## src/rtl/ascon_intr_ctrl_if.sv

```systemverilog
`default_nettype none
// ============================================================================
// Module   : ascon_intr_ctrl_if
// Brief    : AXI4-Lite register-port bundle for the ASCON interrupt controller
// Revision : 1.0 - initial release
// ============================================================================
interface ascon_intr_ctrl_if #(
    parameter int C_S_AXI_ADDR_WIDTH = 5
);
    logic [C_S_AXI_ADDR_WIDTH-1:0] S_AXI_AWADDR;
    logic                          S_AXI_AWVALID;
    logic                          S_AXI_AWREADY;
    logic [31:0]                   S_AXI_WDATA;
    logic [3:0]                    S_AXI_WSTRB;
    logic                          S_AXI_WVALID;
    logic                          S_AXI_WREADY;
    logic [1:0]                    S_AXI_BRESP;
    logic                          S_AXI_BVALID;
    logic                          S_AXI_BREADY;
    logic [C_S_AXI_ADDR_WIDTH-1:0] S_AXI_ARADDR;
    logic                          S_AXI_ARVALID;
    logic                          S_AXI_ARREADY;
    logic [31:0]                   S_AXI_RDATA;
    logic [1:0]                    S_AXI_RRESP;
    logic                          S_AXI_RVALID;
    logic                          S_AXI_RREADY;

    modport slave (
        input  S_AXI_AWADDR, S_AXI_AWVALID, S_AXI_WDATA, S_AXI_WSTRB, S_AXI_WVALID,
        input  S_AXI_BREADY, S_AXI_ARADDR, S_AXI_ARVALID, S_AXI_RREADY,
        output S_AXI_AWREADY, S_AXI_WREADY, S_AXI_BRESP, S_AXI_BVALID,
        output S_AXI_ARREADY, S_AXI_RDATA, S_AXI_RRESP, S_AXI_RVALID
    );

    modport master (
        output S_AXI_AWADDR, S_AXI_AWVALID, S_AXI_WDATA, S_AXI_WSTRB, S_AXI_WVALID,
        output S_AXI_BREADY, S_AXI_ARADDR, S_AXI_ARVALID, S_AXI_RREADY,
        input  S_AXI_AWREADY, S_AXI_WREADY, S_AXI_BRESP, S_AXI_BVALID,
        input  S_AXI_ARREADY, S_AXI_RDATA, S_AXI_RRESP, S_AXI_RVALID
    );
endinterface
`default_nettype wire

```

## src/rtl/ascon_intr_ctrl.sv

```systemverilog
`default_nettype none
// ============================================================================
// Module   : ascon_intr_ctrl
// Brief    : AXI4-Lite interrupt controller latching ASCON core event edges
// Revision : 1.0 - initial release
// ============================================================================
module ascon_intr_ctrl #(
    parameter int C_NUM_OF_INTR      = 2,
    parameter int C_IRQ_ACTIVE_HIGH  = 1,
    parameter int C_S_AXI_ADDR_WIDTH = 5
) (
    input  wire logic                     ACLK,
    input  wire logic                     ARESET,
    ascon_intr_ctrl_if.slave              s_axi,
    input  wire logic [C_NUM_OF_INTR-1:0] src_evt,
    output logic                          irq
);
    localparam int                C_IDX_W   = C_S_AXI_ADDR_WIDTH - 2;
    localparam logic [C_IDX_W-1:0] C_IDX_GIE = C_IDX_W'(0);
    localparam logic [C_IDX_W-1:0] C_IDX_IER = C_IDX_W'(1);
    localparam logic [C_IDX_W-1:0] C_IDX_ISR = C_IDX_W'(2);
    localparam logic [C_IDX_W-1:0] C_IDX_IAR = C_IDX_W'(3);
    localparam logic [C_IDX_W-1:0] C_IDX_IPR = C_IDX_W'(4);
    localparam logic               C_IRQ_ON  = (C_IRQ_ACTIVE_HIGH != 0);
    localparam logic               C_IRQ_OFF = ~C_IRQ_ON;

    logic                     r_gie_q, w_gie_d;
    logic [C_NUM_OF_INTR-1:0] r_ier_q, w_ier_d;
    logic [C_NUM_OF_INTR-1:0] r_isr_q, w_isr_d;
    logic [C_NUM_OF_INTR-1:0] r_evt_q, w_evt_d;
    logic                     r_awready_q, w_awready_d;
    logic                     r_bvalid_q, w_bvalid_d;
    logic                     r_arready_q, w_arready_d;
    logic                     r_rvalid_q, w_rvalid_d;
    logic [31:0]              r_rdata_q, w_rdata_d;
    logic                     r_irq_q, w_irq_d;

    logic                     w_wr_fire, w_rd_fire;
    logic [C_IDX_W-1:0]       w_wr_idx, w_rd_idx;
    logic [31:0]              w_wmask, w_wdata_m, w_rd_val;
    logic [C_NUM_OF_INTR-1:0] w_rise, w_clr, w_ipr;
    logic                     w_unused;

    assign s_axi.S_AXI_AWREADY = r_awready_q;
    assign s_axi.S_AXI_WREADY  = r_awready_q;
    assign s_axi.S_AXI_BVALID  = r_bvalid_q;
    assign s_axi.S_AXI_BRESP   = 2'b00;
    assign s_axi.S_AXI_ARREADY = r_arready_q;
    assign s_axi.S_AXI_RVALID  = r_rvalid_q;
    assign s_axi.S_AXI_RDATA   = r_rdata_q;
    assign s_axi.S_AXI_RRESP   = 2'b00;
    assign irq                 = r_irq_q;

    always_comb begin
        w_wr_fire = r_awready_q & s_axi.S_AXI_AWVALID & s_axi.S_AXI_WVALID;
        w_rd_fire = r_arready_q & s_axi.S_AXI_ARVALID;
        w_wr_idx  = s_axi.S_AXI_AWADDR[C_S_AXI_ADDR_WIDTH-1:2];
        w_rd_idx  = s_axi.S_AXI_ARADDR[C_S_AXI_ADDR_WIDTH-1:2];
        w_wmask   = {{8{s_axi.S_AXI_WSTRB[3]}}, {8{s_axi.S_AXI_WSTRB[2]}},
                     {8{s_axi.S_AXI_WSTRB[1]}}, {8{s_axi.S_AXI_WSTRB[0]}}};
        w_wdata_m = s_axi.S_AXI_WDATA & w_wmask;

        w_rise  = src_evt & ~r_evt_q;
        w_evt_d = src_evt;

        w_clr = '0;
        if (w_wr_fire && (w_wr_idx == C_IDX_IAR)) begin
            w_clr = w_wdata_m[C_NUM_OF_INTR-1:0];
        end

        w_gie_d = r_gie_q;
        if (w_wr_fire && (w_wr_idx == C_IDX_GIE) && s_axi.S_AXI_WSTRB[0]) begin
            w_gie_d = s_axi.S_AXI_WDATA[0];
        end

        w_ier_d = r_ier_q;
        if (w_wr_fire && (w_wr_idx == C_IDX_IER)) begin
            w_ier_d = (r_ier_q & ~w_wmask[C_NUM_OF_INTR-1:0]) | w_wdata_m[C_NUM_OF_INTR-1:0];
        end

        // A same-cycle edge beats an acknowledge.
        w_isr_d = (r_isr_q & ~w_clr) | w_rise;
        w_ipr   = r_isr_q & r_ier_q;

        // Enables and acknowledges act on irq at once; fresh edges reach it a cycle after ISR.
        w_irq_d = (w_gie_d && (|(w_ier_d & r_isr_q & ~(w_clr & ~w_rise)))) ? C_IRQ_ON : C_IRQ_OFF;

        w_awready_d = s_axi.S_AXI_AWVALID & s_axi.S_AXI_WVALID & ~r_bvalid_q & ~r_awready_q;
        w_bvalid_d  = w_wr_fire | (r_bvalid_q & ~s_axi.S_AXI_BREADY);
        w_arready_d = s_axi.S_AXI_ARVALID & ~r_rvalid_q & ~r_arready_q;
        w_rvalid_d  = w_rd_fire | (r_rvalid_q & ~s_axi.S_AXI_RREADY);

        case (w_rd_idx)
            C_IDX_GIE: w_rd_val = {31'b0, r_gie_q};
            C_IDX_IER: w_rd_val = 32'(r_ier_q);
            C_IDX_ISR: w_rd_val = 32'(r_isr_q);
            C_IDX_IPR: w_rd_val = 32'(w_ipr);
            default:   w_rd_val = 32'b0;
        endcase
        w_rdata_d = w_rd_fire ? w_rd_val : r_rdata_q;

        w_unused = ^{w_wdata_m, w_wmask, s_axi.S_AXI_AWADDR[1:0], s_axi.S_AXI_ARADDR[1:0]};
    end

    always_ff @(posedge ACLK) begin
        if (ARESET) begin
            r_gie_q     <= 1'b0;
            r_ier_q     <= '0;
            r_isr_q     <= '0;
            r_evt_q     <= '0;
            r_awready_q <= 1'b0;
            r_bvalid_q  <= 1'b0;
            r_arready_q <= 1'b0;
            r_rvalid_q  <= 1'b0;
            r_rdata_q   <= 32'b0;
            r_irq_q     <= C_IRQ_OFF;
        end else begin
            r_gie_q     <= w_gie_d;
            r_ier_q     <= w_ier_d;
            r_isr_q     <= w_isr_d;
            r_evt_q     <= w_evt_d;
            r_awready_q <= w_awready_d;
            r_bvalid_q  <= w_bvalid_d;
            r_arready_q <= w_arready_d;
            r_rvalid_q  <= w_rvalid_d;
            r_rdata_q   <= w_rdata_d;
            r_irq_q     <= w_irq_d;
        end
    end
endmodule
`default_nettype wire

```

## src/flat_wrapper.sv

```systemverilog
// flat-port wrapper written by rule: the top's interface ports become plain ports
module ascon_intr_ctrl_flat 
#(
    parameter int C_NUM_OF_INTR      = 2,
    parameter int C_IRQ_ACTIVE_HIGH  = 1,
    parameter int C_S_AXI_ADDR_WIDTH = 5
)
  (ACLK, ARESET, src_evt, irq, s_axi_S_AXI_AWADDR, s_axi_S_AXI_AWVALID, s_axi_S_AXI_WDATA, s_axi_S_AXI_WSTRB, s_axi_S_AXI_WVALID, s_axi_S_AXI_BREADY, s_axi_S_AXI_ARADDR, s_axi_S_AXI_ARVALID, s_axi_S_AXI_RREADY, s_axi_S_AXI_AWREADY, s_axi_S_AXI_WREADY, s_axi_S_AXI_BRESP, s_axi_S_AXI_BVALID, s_axi_S_AXI_ARREADY, s_axi_S_AXI_RDATA, s_axi_S_AXI_RRESP, s_axi_S_AXI_RVALID);
  ascon_intr_ctrl_if #(.C_S_AXI_ADDR_WIDTH(C_S_AXI_ADDR_WIDTH)) s_axi_i ();
  input  wire logic ACLK;
  input  wire logic ARESET;
  input  wire logic [C_NUM_OF_INTR-1:0] src_evt;
  output logic irq;
  input wire logic [$bits(s_axi_i.S_AXI_AWADDR)-1:0] s_axi_S_AXI_AWADDR;
  input wire logic [$bits(s_axi_i.S_AXI_AWVALID)-1:0] s_axi_S_AXI_AWVALID;
  input wire logic [$bits(s_axi_i.S_AXI_WDATA)-1:0] s_axi_S_AXI_WDATA;
  input wire logic [$bits(s_axi_i.S_AXI_WSTRB)-1:0] s_axi_S_AXI_WSTRB;
  input wire logic [$bits(s_axi_i.S_AXI_WVALID)-1:0] s_axi_S_AXI_WVALID;
  input wire logic [$bits(s_axi_i.S_AXI_BREADY)-1:0] s_axi_S_AXI_BREADY;
  input wire logic [$bits(s_axi_i.S_AXI_ARADDR)-1:0] s_axi_S_AXI_ARADDR;
  input wire logic [$bits(s_axi_i.S_AXI_ARVALID)-1:0] s_axi_S_AXI_ARVALID;
  input wire logic [$bits(s_axi_i.S_AXI_RREADY)-1:0] s_axi_S_AXI_RREADY;
  output wire logic [$bits(s_axi_i.S_AXI_AWREADY)-1:0] s_axi_S_AXI_AWREADY;
  output wire logic [$bits(s_axi_i.S_AXI_WREADY)-1:0] s_axi_S_AXI_WREADY;
  output wire logic [$bits(s_axi_i.S_AXI_BRESP)-1:0] s_axi_S_AXI_BRESP;
  output wire logic [$bits(s_axi_i.S_AXI_BVALID)-1:0] s_axi_S_AXI_BVALID;
  output wire logic [$bits(s_axi_i.S_AXI_ARREADY)-1:0] s_axi_S_AXI_ARREADY;
  output wire logic [$bits(s_axi_i.S_AXI_RDATA)-1:0] s_axi_S_AXI_RDATA;
  output wire logic [$bits(s_axi_i.S_AXI_RRESP)-1:0] s_axi_S_AXI_RRESP;
  output wire logic [$bits(s_axi_i.S_AXI_RVALID)-1:0] s_axi_S_AXI_RVALID;
  assign s_axi_i.S_AXI_AWADDR = s_axi_S_AXI_AWADDR;
  assign s_axi_i.S_AXI_AWVALID = s_axi_S_AXI_AWVALID;
  assign s_axi_i.S_AXI_WDATA = s_axi_S_AXI_WDATA;
  assign s_axi_i.S_AXI_WSTRB = s_axi_S_AXI_WSTRB;
  assign s_axi_i.S_AXI_WVALID = s_axi_S_AXI_WVALID;
  assign s_axi_i.S_AXI_BREADY = s_axi_S_AXI_BREADY;
  assign s_axi_i.S_AXI_ARADDR = s_axi_S_AXI_ARADDR;
  assign s_axi_i.S_AXI_ARVALID = s_axi_S_AXI_ARVALID;
  assign s_axi_i.S_AXI_RREADY = s_axi_S_AXI_RREADY;
  assign s_axi_S_AXI_AWREADY = s_axi_i.S_AXI_AWREADY;
  assign s_axi_S_AXI_WREADY = s_axi_i.S_AXI_WREADY;
  assign s_axi_S_AXI_BRESP = s_axi_i.S_AXI_BRESP;
  assign s_axi_S_AXI_BVALID = s_axi_i.S_AXI_BVALID;
  assign s_axi_S_AXI_ARREADY = s_axi_i.S_AXI_ARREADY;
  assign s_axi_S_AXI_RDATA = s_axi_i.S_AXI_RDATA;
  assign s_axi_S_AXI_RRESP = s_axi_i.S_AXI_RRESP;
  assign s_axi_S_AXI_RVALID = s_axi_i.S_AXI_RVALID;
  ascon_intr_ctrl #(.C_NUM_OF_INTR(C_NUM_OF_INTR), .C_IRQ_ACTIVE_HIGH(C_IRQ_ACTIVE_HIGH), .C_S_AXI_ADDR_WIDTH(C_S_AXI_ADDR_WIDTH)) u_core (.ACLK(ACLK), .ARESET(ARESET), .s_axi(s_axi_i), .src_evt(src_evt), .irq(irq));
endmodule
```

## config.mk

```make
export PLATFORM = sky130hd
export DESIGN_NAME = ascon_intr_ctrl_flat
export DESIGN_NICKNAME = d
export VERILOG_FILES = /design/src/rtl/ascon_intr_ctrl_if.sv /design/src/rtl/ascon_intr_ctrl.sv /design/src/flat_wrapper.sv
export SDC_FILE = /design/constraint.sdc
export NUM_CORES = 1
export LEC_CHECK = 0
export BUFFER_PORTS_ARGS = -buffer_cell sky130_fd_sc_hd__buf_2
export CORE_MARGIN = 3
export CORE_UTILIZATION = 38
export DETAILED_ROUTE_END_ITERATION = 7
export HOLD_SLACK_MARGIN = 0.08
export PLACE_DENSITY = 0.86
export SETUP_SLACK_MARGIN = 0.5
export SKIP_LAST_GASP = 1
export SLEW_MARGIN = 0
export SYNTH_ARGS = -nofsm -noshare
export SYNTH_HDL_FRONTEND = slang
export SYNTH_SLANG_ARGS = --single-unit
```

## constraint.sdc

```tcl
create_clock -name ACLK -period 2 [get_ports ACLK]
set_input_delay 0.1 -clock ACLK [delete_from_list [all_inputs] [get_ports ACLK]]
set_output_delay 0.1 -clock ACLK [all_outputs]
set_load 0.02 [all_outputs]
```

==> impl_results.md, run 1 <==
- Critical path class: reg -> reg
- Final core occ: 0.446
- Wire per inst: 10.0 um
- Setup Buffers After CTS: 0
- Clock Tree Buf Depth: 2
- Clock latency on the worst-skew pair: 0.28 ns
- Arr. time, crit path: 1.59 ns
- Vias per cell: 4.53
- Rows: 17
- Post-synth EDFFs: 0
- H-tree depth: 1
- Max_cap viols: 0
- Fin Setup TNS: 0 ns
- YS warnings: 0
- Root Buffer: clkbuf_4
- R2r startpoint: u_core.s_axi.S_AXI_AWREADY$_SDFF_PP0_
- Die area: 3130 um2
- Routed wire length: 1660 um
- Port bufs: 25
- Hold Path Depth: 3
- DP HPWL: 1290 um
- Via count: 748
- Capturing point of the worst reg2reg path: u_core.irq$_SDFF_PP0_
- Hold Path Sink: u_core.s_axi.S_AXI_BVALID$_SDFF_PP0_
- Fillers: 237
- I/O pin count: 97
- Antenna Cells: 0
- Critical path capture point type: flop
- Initial Util: 0.413
- Largest net degree at the start of global routing: 14
- Fmax: 706 MHz
- GRT overflow: 0
- Post-Syn Area: 948 um2
- RSZ-0062 raised after global routing: no
- Post-synth top flop: dfxtp_1
- Final Total Pwr: 0.582 mW
- Worst-path maximum fanout: 6
- DRT Pass-1 Iters: 4
- Yosys reg bits: 14
- Final Slew Violations: 0
- Final ANT Viol Nets: 0
- Register area: 282 um2
- Placed cells: 159
- NumNets Final: 194
- Syn_area_per_cell: 8.70 um2
- Dpl ws: 0.536 ns
- GPL Wtd Cong: 0.811
- Clock Skew: 0.00120 ns
- Fin crit share: 0.708
- Post-synthesis sequential area ratio: 0.296
- Drt initial violations: 5
- Hold Vio Cnt, Final: 0
- Initial antenna violation count: 0
- Unique masters post-synth: 37
- Die height: 56.0 um
- Required time worst endpoint: 2.17 ns
- R2R setup slack: 0.58 ns
- Drt drc: 0
- Sink Count: 14
- Status: complete, no violations
- Total CTS buffers: 3
- Hold WC Path Type: in -> reg
- Core area: 2300 um2
- Fin crit period: 1.42 ns
- Vias in the first global route: 634
- # setup viols final: 0
- Worst r2r path cells: 4
- Reg clk slew, reported paths: 0.08 ns
- Maximum vdd drop: 0.371 mV
- Commonest non-fill, non-tap cell in the layout: conb_1
- Most frequent cells in the layout: conb_1 (34), buf_2 (25), dfxtp_1 (13), nand2_1 (6), a21oi_1 (6)
- PwrDens: 569 nW/um2
- Startpoint Class: flop
- Hold_sp: s_axi_S_AXI_BREADY
- Non-Filler Instances: 165
- Area occupied by multi-input gates: 522 um2
- Global-route wire length before repair: 2590 um
- Gr usage total: 0.0993
- Die W: 56.0 um
- CTS tree: yes
- Cell count after synthesis: 109
- P&R area growth vs syn: 7.92%
- Leak: 0.498 nW
- Share of flip-flops with an asynchronous set or reset: 0
- Final setup margin: 0.585 ns
- Share of cells above drive strength 1: 0.263
-- logic make-up (layout without fill, tap and decap cells) --
| kind of cell | after synthesis | in the layout | synth area share |
|---|---|---|---|
| buffers and inverters | 38 | 33 | 0.289 |
| and+or+nand+nor | 35 | 35 | 0.245 |
| AOI/OAI and AO/OA | 21 | 21 | 0.166 |
| other | 1 | 34 | 0.00395 |
| DFF | 14 | 14 | 0.296 |
-- worst max-delay path by stage --
stage	startpoint	endpoint
3_5_place_dp	u_core.s_axi.S_AXI_AWREADY$_SDFF_PP0_	u_core.irq$_SDFF_PP0_
5_1_grt	u_core.s_axi.S_AXI_AWREADY$_SDFF_PP0_	u_core.irq$_SDFF_PP0_
4_1_cts	u_core.s_axi.S_AXI_AWREADY$_SDFF_PP0_	u_core.irq$_SDFF_PP0_
2_1_floorplan	u_core.s_axi.S_AXI_AWREADY$_SDFF_PP0_	u_core.irq$_SDFF_PP0_
3_3_place_gp	u_core.s_axi.S_AXI_AWREADY$_SDFF_PP0_	u_core.irq$_SDFF_PP0_
6_report	u_core.s_axi.S_AXI_AWREADY$_SDFF_PP0_	u_core.irq$_SDFF_PP0_
-- report_power, final --
part	switching, mW	internal, mW	leakage [nW]	total, mW
sequential	0.00712	0.288	0.115	0.295
clock	0.0879	0.0700	0.0138	0.158
combinational	0.0947	0.0346	0.369	0.129
total	0.190	0.392	0.498	0.582
-- critical path, stage by stage, from the launching register on --
cell,delay (ns)
dfxtp_2,0.40
nand3_1,0.15
or4_4,0.54
o211ai_1,0.14
a21boi_2,0.08
-- Yosys cell counts, types with 2 or more instances --
master,n,area [um2]
nor2b_1,5,31.3
nand3b_1,2,15.0
nand3_1,2,10.0
dfxtp_1,14,280
a21oi_1,6,30.0
or4_1,2,15.0
o21ba_1,2,20.0
o21ai_1,2,10.0
buf_4,35,263
nand2b_1,3,18.8
nand2_1,6,22.5
nor2_1,3,11.3
o211ai_1,2,15.0
nor3_1,2,10.0
-- cell type report --
class                           instances  share of cell area
Sequential cell                        14               0.275
Clock buffer                            3              0.0220
Multi-Input combinational cell         90               0.510
Inverter                                2             0.00733
Timing Repair Buffer                   28               0.152
Tap cell                               28              0.0342
-- what timing repair did --
| item | CTS | global route |
|---|---|---|
| hold buffers | 3 | 0 |
| gates resized for setup | 0 | 2 |
| hold endpoints to repair | 3 | 0 |
| endpoints found under the setup margin | 0 | 2 |
-- routing by layer --
layer	GRT usage	vias up	part of all wire
met2	0.175	46	0.48
met3	0.0162	3	0.10
met4	0.0407	0	0.018
li1	-	364	-
met1	0.118	335	0.39
met5	0	-	0
-- state kept, by name, indices dropped and copies added (netlist names) --
name,count
u_core.s_axi.S_AXI_RVALID,1
u_core.s_axi.S_AXI_AWREADY,1
u_core.r_isr_q,2
u_core.irq,1
u_core.s_axi.S_AXI_ARREADY,1
u_core.s_axi.S_AXI_BVALID,1
u_core.r_evt_q,2
u_core.r_gie_q,1
u_core.s_axi.S_AXI_RDATA,2
u_core.r_ier_q,2
-- per-stage QoR --
stage | cell area (um2) | hold WS [ns]
finish | 1020 | 0.0909
global route | 1020 | 0.120
CTS | 1020 | 0.0873
detailed placement | 966 | 0.331
global placement | 966 | 0.321
floorplan | 1070 | 0.163
Power figures use the tool's default switching activity.
==> run 2, diff against run 1 <==
--- a/config.mk
+++ b/config.mk
@@ -7,10 +7,10 @@
 export LEC_CHECK = 0
 export BUFFER_PORTS_ARGS = -buffer_cell sky130_fd_sc_hd__buf_2
 export CORE_MARGIN = 3
-export CORE_UTILIZATION = 38
+export CORE_UTILIZATION = 32
 export DETAILED_ROUTE_END_ITERATION = 7
 export HOLD_SLACK_MARGIN = 0.08
-export PLACE_DENSITY = 0.86
+export PLACE_DENSITY = 0.78
 export SETUP_SLACK_MARGIN = 0.5
 export SKIP_LAST_GASP = 1
 export SLEW_MARGIN = 0
==> constraint.sdc (replaced) <==
create_clock -name ACLK -period 1.15 [get_ports ACLK]
set_input_delay 0.0575 -clock ACLK [delete_from_list [all_inputs] [get_ports ACLK]]
set_output_delay 0.0575 -clock ACLK [all_outputs]
set_load 0.02 [all_outputs]
==> impl_results.md, run 2 (synthesis gave the netlist of run 1 again) <==
- Status: finished, violations left
- Failing checks: hold timing, setup timing
- Hold Vio Cnt, Final: 1 (+1)
- Worst-path cell chain: nand4b_4 > or4_4 > a21oi_4 > a21boi_2
- Dpl cell area: 1030 um2 (+7.1%)
- DP HPWL: 1400 um (+8.9%)
- Final ANT Viol Nets: 0 (unchanged)
- H-tree depth: 1 (unchanged)
- Crit-path max cell delay: 0.44 ns (-0.10 ns)
- Worst-path maximum fanout: 5 (-1)
- Slowest-stage cell, CP: or4_4
- Reg clk slew, reported paths: 0.08 ns (about the same)
- Core area: 2780 um2 (+21%)
- Capturing point of the worst reg2reg path: u_core.irq$_SDFF_PP0_
- Leak: 0.558 nW (+12%)
- Final setup margin: -0.127 ns (-0.711 ns)
- Gr usage total: 0.101 (+0.00137)
- Largest net degree at the start of global routing: 14 (unchanged)
- Die area: 3650 um2 (+17%)
- Cell family with most CP delay: simple AND/OR/NAND/NOR gates
- Vias per cell: 4.32 (-4.7%)
- NumNets Final: 204 (+5.2%)
- Crit. Startpoint: u_core.s_axi.S_AXI_AWREADY$_SDFF_PP0_
- Levels on crit path: 4 (unchanged)
- CTS tree: yes
- Total CTS buffers: 3 (unchanged)
- Global-route wire length before repair: 2740 um (+5.9%)
- Fmax: 783 MHz (+11%)
- Worst hold margin: -0.000362 ns (-0.0913 ns)
- Register area: 299 um2 (+6.2%)
- Fin crit share: 1.11 (+0.402)
- # setup viols final: 3 (+3)
- Fin area: 1190 um2 (+16%)
- R2r startpoint: u_core.s_axi.S_AXI_AWREADY$_SDFF_PP0_
- Port bufs: 25 (unchanged)
- CP endpoint: u_core.irq$_SDFF_PP0_
- Via count: 769 (+2.8%)
- Critical path capture point type: flop
- Sink Count: 14 (unchanged)
- Max_cap viols: 0 (unchanged)
- PwrDens: 884 nW/um2 (+55%)
- Critical path buffer and inverter count: 0 (unchanged)
- Initial antenna violation count: 0 (unchanged)
- GRT overflow: 0 (unchanged)
- Root Buffer: clkbuf_4
- R2R setup slack: -0.13 ns (-0.71 ns)
- Dpl ws: -0.107 ns (-0.643 ns)
- Final Slew Violations: 0 (unchanged)
- Drt initial violations: 19 (+14)
- P&R area growth vs syn: 25.6%
- Rows: 19 (+2)
- Commonest non-fill, non-tap cell in the layout: conb_1
- # hold bufs at CTS: 1 (-2)
- DRT Pass-1 Iters: 4 (unchanged)
- Die height: 60.4 um (+8.0%)
- Arr. time, crit path: 1.50 ns (-0.09 ns)
- Routed wire length: 1810 um (+9.2%)
- Hold WC Path Type: in -> reg
- Required time worst endpoint: 1.38 ns (-0.79 ns)
- Die W: 60.4 um (+8.0%)
- Most frequent cells in the layout: conb_1 (34), buf_2 (18), buf_4 (10), buf_6 (9), dfxtp_2 (6)
- Worst r2r path cells: 4 (unchanged)
- GPL Wtd Cong: 0.699 (-14%)
- Clock latency on the worst-skew pair: 0.28 ns (about the same)
- Vias in the first global route: 680 (+7.3%)
- Antenna Cells: 0 (unchanged)
- Area occupied by multi-input gates: 547 um2 (+4.8%)
- Fin crit period: 1.28 ns (-0.139 ns)
- I/O pin count: 97 (unchanged)
- Drt drc: 0 (unchanged)
- Share of cells above drive strength 1: 0.422 (+0.159)
- Clock Skew: 0.00193 ns (+0.000729 ns)
- RSZ-0062 raised after global routing: yes
- Maximum vdd drop: 0.643 mV (+73%)
- Initial Util: 0.341 (-0.0719)
- Critical path class: reg -> reg
- Wire per inst: 10.2 um (+1.3%)
- Fin Setup TNS: -0.202 ns (-0.202 ns)
- Fillers: 295 (+24%)
- Clock Tree Buf Depth: 2 (unchanged)
- Startpoint Class: flop
==> run 2: cell types whose count changed in the layout (fill, tap and decap cells not counted), moves of 2 or more <==
cell and delta:
buf_4 +10, nand2_2 +2, dfxtp_2 +5, nand2_1 -2
o21ai_2 +2, dfxtp_4 +3, buf_2 -7, dlygate4sd3_1 -2
dfxtp_1 -8, buf_6 +9
==> run 2: through the flow <==
stage                     instances  hold slack (ns)  utilization  power, mW
after floorplan                 142            0.120            -      0.767
after global placement          168            0.283        0.372      0.746
after detailed placement        168            0.284        0.372      0.748
after CTS                       176         0.000989        0.414       1.05
after global routing            178           0.0162        0.428       1.11
final                           178        -0.000362        0.428       1.05
==> run 2: worst min-delay path by stage <==
| stage | start | endpoint | slack (ns) | cells past startpoint |
|---|---|---|---|---|
| global route | src_evt[0] | u_core.r_evt_q[0]$_SDFF_PP0_ | 0.02 | 2 |
| global placement | src_evt[0] | u_core.r_evt_q[0]$_SDFF_PP0_ | 0.28 | 2 |
| CTS | src_evt[0] | u_core.r_evt_q[0]$_SDFF_PP0_ | 0.001 | 2 |
| detailed placement | src_evt[1] | u_core.r_evt_q[1]$_SDFF_PP0_ | 0.28 | 2 |
| floorplan | ARESET | u_core.r_gie_q$_SDFF_PP0_ | 0.12 | 1 |
| finish | src_evt[0] | u_core.r_evt_q[0]$_SDFF_PP0_ | -0.0004 | 2 |
==> run 2: what timing repair did <==
item | in CTS | in global routing
pin swaps | 1 | 6
setup endpoints to repair | 19 | 20
setup buffers | 4 | 2
endpoints found under the hold margin | 7 | 5
gates resized for setup | 19 | 8
==> run 2: area by class of cell <==
class	count	share of cell area
tap	31	0.0326
timing repair buffer	38	0.232
multi-input combinational	90	0.459
sequential	14	0.251
clock buffer	3	0.0189
inverter	2	0.00630
==> run 2: power by group <==
part / switching (mW) / leakage [nW] / internal, mW
Clock: 0.162 / 0.0138 / 0.122
Sequential: 0.0146 / 0.119 / 0.499
Combinational: 0.174 / 0.425 / 0.0818
==> run 2: layer usage <==
metal / track usage / share of wire
met5: 0 / 0
met4: 0.0619 / 0.027
met2: 0.162 / 0.51
met3: 0.0319 / 0.079
met1: 0.116 / 0.38
==> run 3, diff against run 2 <==
--- a/config.mk
+++ b/config.mk
@@ -6,6 +6,7 @@
 export NUM_CORES = 1
 export LEC_CHECK = 0
 export BUFFER_PORTS_ARGS = -buffer_cell sky130_fd_sc_hd__buf_2
+export CORE_ASPECT_RATIO = 0.6
 export CORE_MARGIN = 3
 export CORE_UTILIZATION = 32
 export DETAILED_ROUTE_END_ITERATION = 7
==> impl_results.md, run 3 (synthesis gave the netlist of run 1 again) <==
- Via count: 756 (-1.7%)
- Share of cells above drive strength 1: 0.397 (-0.0245)
- Initial antenna violation count: 0 (unchanged)
- NumNets Final: 202 (-0.98%)
- Maximum vdd drop: 0.640 mV (-0.47%)
- Largest net degree at the start of global routing: 14 (unchanged)
- CTS tree: yes
- Required time worst endpoint: 1.33 ns (-0.05 ns)
- Final setup margin: -0.120 ns (+0.00697 ns)
- Final ANT Viol Nets: 0 (unchanged)
- Clock Tree Buf Depth: 2 (unchanged)
- Failing checks: setup timing
- Hold Vio Cnt, Final: 0 (-1)
- Fin crit period: 1.27 ns (-0.00697 ns)
- Routed wire length: 1880 um (+3.6%)
- Wire per inst: 10.1 um (-0.81%)
- Capturing point of the worst reg2reg path: u_core.irq$_SDFF_PP0_
- P&R area growth vs syn: 26.9%
- R2r startpoint: u_core.s_axi.S_AXI_AWREADY$_SDFF_PP0_
- Commonest non-fill, non-tap cell in the layout: conb_1
- Arr. time, crit path: 1.45 ns (-0.05 ns)
- DRT Pass-1 Iters: 4 (unchanged)
- Sw Ratio: 0.305 (-0.0285)
- Clock Skew: 0.000610 ns (-0.00132 ns)
- R2R setup slack: -0.12 ns (about the same)
- Seq pwr share: 0.440 (-0.048)
- Sink Count: 14 (unchanged)
- Drt initial violations: 17 (-2)
- GRT overflow: 0 (unchanged)
- Die W: 76.3 um (+26%)
- Clock latency on the worst-skew pair: 0.24 ns (-0.04 ns)
- Combinational group share of total power: 0.217 (-0.026)
- Hold_sp: src_evt[0]
- Register area: 297 um2 (-0.84%)
- Hold WC Path Type: in -> reg
- Antenna Cells: 0 (unchanged)
- Worst hold margin: 0.0359 ns (+0.0363 ns)
- Status: finished, violations left
- Initial Util: 0.356 (+0.0152)
- Most frequent cells in the layout: conb_1 (34), buf_2 (17), buf_4 (11), buf_6 (8), dfxtp_2 (7)
- Final Slew Violations: 0 (unchanged)
- Die area: 3670 um2 (+0.59%)
- Port bufs: 25 (unchanged)
- Reg clk slew, reported paths: 0.06 ns (-0.02 ns)
- I/O pin count: 97 (unchanged)
- Core area: 2660 um2 (-4.3%)
- Root Buffer: clkbuf_8
- Hold Path Depth: 2 (unchanged)
- Vias per cell: 4.06 (-5.9%)
- Drt drc: 0 (unchanged)
- Fillers: 254 (-14%)
- Rows: 14 (-5)
- Leak: 0.566 nW (+1.5%)
- PwrDens: 974 nW/um2 (+10%)
- Gr usage total: 0.104 (+0.00288)
- Fmax: 788 MHz (+0.55%)
- GPL Wtd Cong: 0.823 (+18%)
- Worst-path maximum fanout: 4 (-1)
- Clk network pwr share: 0.343 (+0.073)
- Total CTS buffers: 3 (unchanged)
- Area occupied by multi-input gates: 547 um2 (unchanged)
- RSZ-0062 raised after global routing: yes
- Startpoint Class: flop
- Dpl ws: -0.108 ns (-0.000504 ns)
- # setup viols final: 3 (unchanged)
- Fin crit share: 1.10 (-0.00606)
- H-tree depth: 1 (unchanged)
- Max_cap viols: 0 (unchanged)
- Hold Path Sink: u_core.r_evt_q[0]$_SDFF_PP0_
- Net Switching: 0.357 mW (+1.8%)
- Critical path capture point type: flop
- Critical path class: reg -> reg
- Cell internal pwr: 0.815 mW (+16%)
- Vias in the first global route: 631 (-7.2%)
- DP HPWL: 1520 um (+8.0%)
- Global-route wire length before repair: 2940 um (+7.3%)
- Worst r2r path cells: 4 (unchanged)
- Die height: 48.2 um (-20%)
==> run 3: cell count changes in the layout (fill, tap and decap cells not counted), moves of 2 or more <==
cell      change
clkbuf_4      -3
nand2_2       -2
o21ai_2       -2
clkbuf_8      +3
o21ai_1       +2
==> run 3: what timing repair did <==
| action | in CTS | in global routing |
|---|---|---|
| hold endpoints to repair | 4 | 3 |
| resized for setup | 22 | 3 |
| setup endpoints to repair | 19 | 20 |
| pin swaps | 5 | 2 |
| setup buffers | 2 | 1 |
==> run 3: worst max path at each step <==
stage | from | endpoint | slack, ns | cells after the start
2_1_floorplan | u_core.s_axi.S_AXI_AWREADY$_SDFF_PP0_ | u_core.irq$_SDFF_PP0_ | -0.13 | 4
3_3_place_gp | u_core.s_axi.S_AXI_AWREADY$_SDFF_PP0_ | u_core.irq$_SDFF_PP0_ | -0.08 | 4
3_5_place_dp | u_core.s_axi.S_AXI_AWREADY$_SDFF_PP0_ | u_core.irq$_SDFF_PP0_ | -0.11 | 4
4_1_cts | u_core.s_axi.S_AXI_AWREADY$_SDFF_PP0_ | u_core.irq$_SDFF_PP0_ | -0.13 | 4
5_1_grt | u_core.s_axi.S_AXI_AWREADY$_SDFF_PP0_ | u_core.irq$_SDFF_PP0_ | -0.20 | 4
6_report | u_core.s_axi.S_AXI_AWREADY$_SDFF_PP0_ | u_core.irq$_SDFF_PP0_ | -0.12 | 4
==> run 3: routing by layer <==
layer / GRT usage / share of wire / vias to the layer above
met4: 0.0217 / 0 / 0
met5: 0 / 0 / -
met2: 0.161 / 0.42 / 35
met3: 0.0387 / 0.10 / 0
li1: - / - / 385
met1: 0.141 / 0.48 / 336
==> run 3: power groups by stage <==
stage	combinational [mW]	sequential, mW	clock [mW]
2_1_floorplan	0.237	0.530	0
3_3_place_gp	0.229	0.522	0
3_5_place_dp	0.231	0.522	0
4_1_cts	0.247	0.513	0.424
5_1_grt	0.277	0.518	0.436
6_report	0.254	0.515	0.402
==> run 3: through the flow <==
step	instances	cell area [um2]	total power [mW]	setup TNS, ns	util
after floorplan	142	1090	0.767	-0.145	-
after global placement	179	1060	0.752	-0.0836	0.398
after detailed placement	179	1060	0.753	-0.112	0.398
after CTS	185	1190	1.18	-0.138	0.446
after global routing	186	1200	1.23	-0.415	0.452
final	186	1200	1.17	-0.197	0.452
==> run 3: area by class of cell <==
cell class	count	area share
Clock buffer	3	0.0343
Clock inverter	1	0.00312
Inverter	2	0.00624
Multi-Input combinational cell	90	0.454
Sequential cell	14	0.246
Tap cell	40	0.0416
Timing Repair Buffer	36	0.214
==> run 3: worst max-delay path, cell delays in order (launching register included) <==
cell      delay, ns
dfxtp_4        0.36
nand4b_4       0.11
or4_4          0.45
a21oi_4        0.14
a21boi_2       0.15
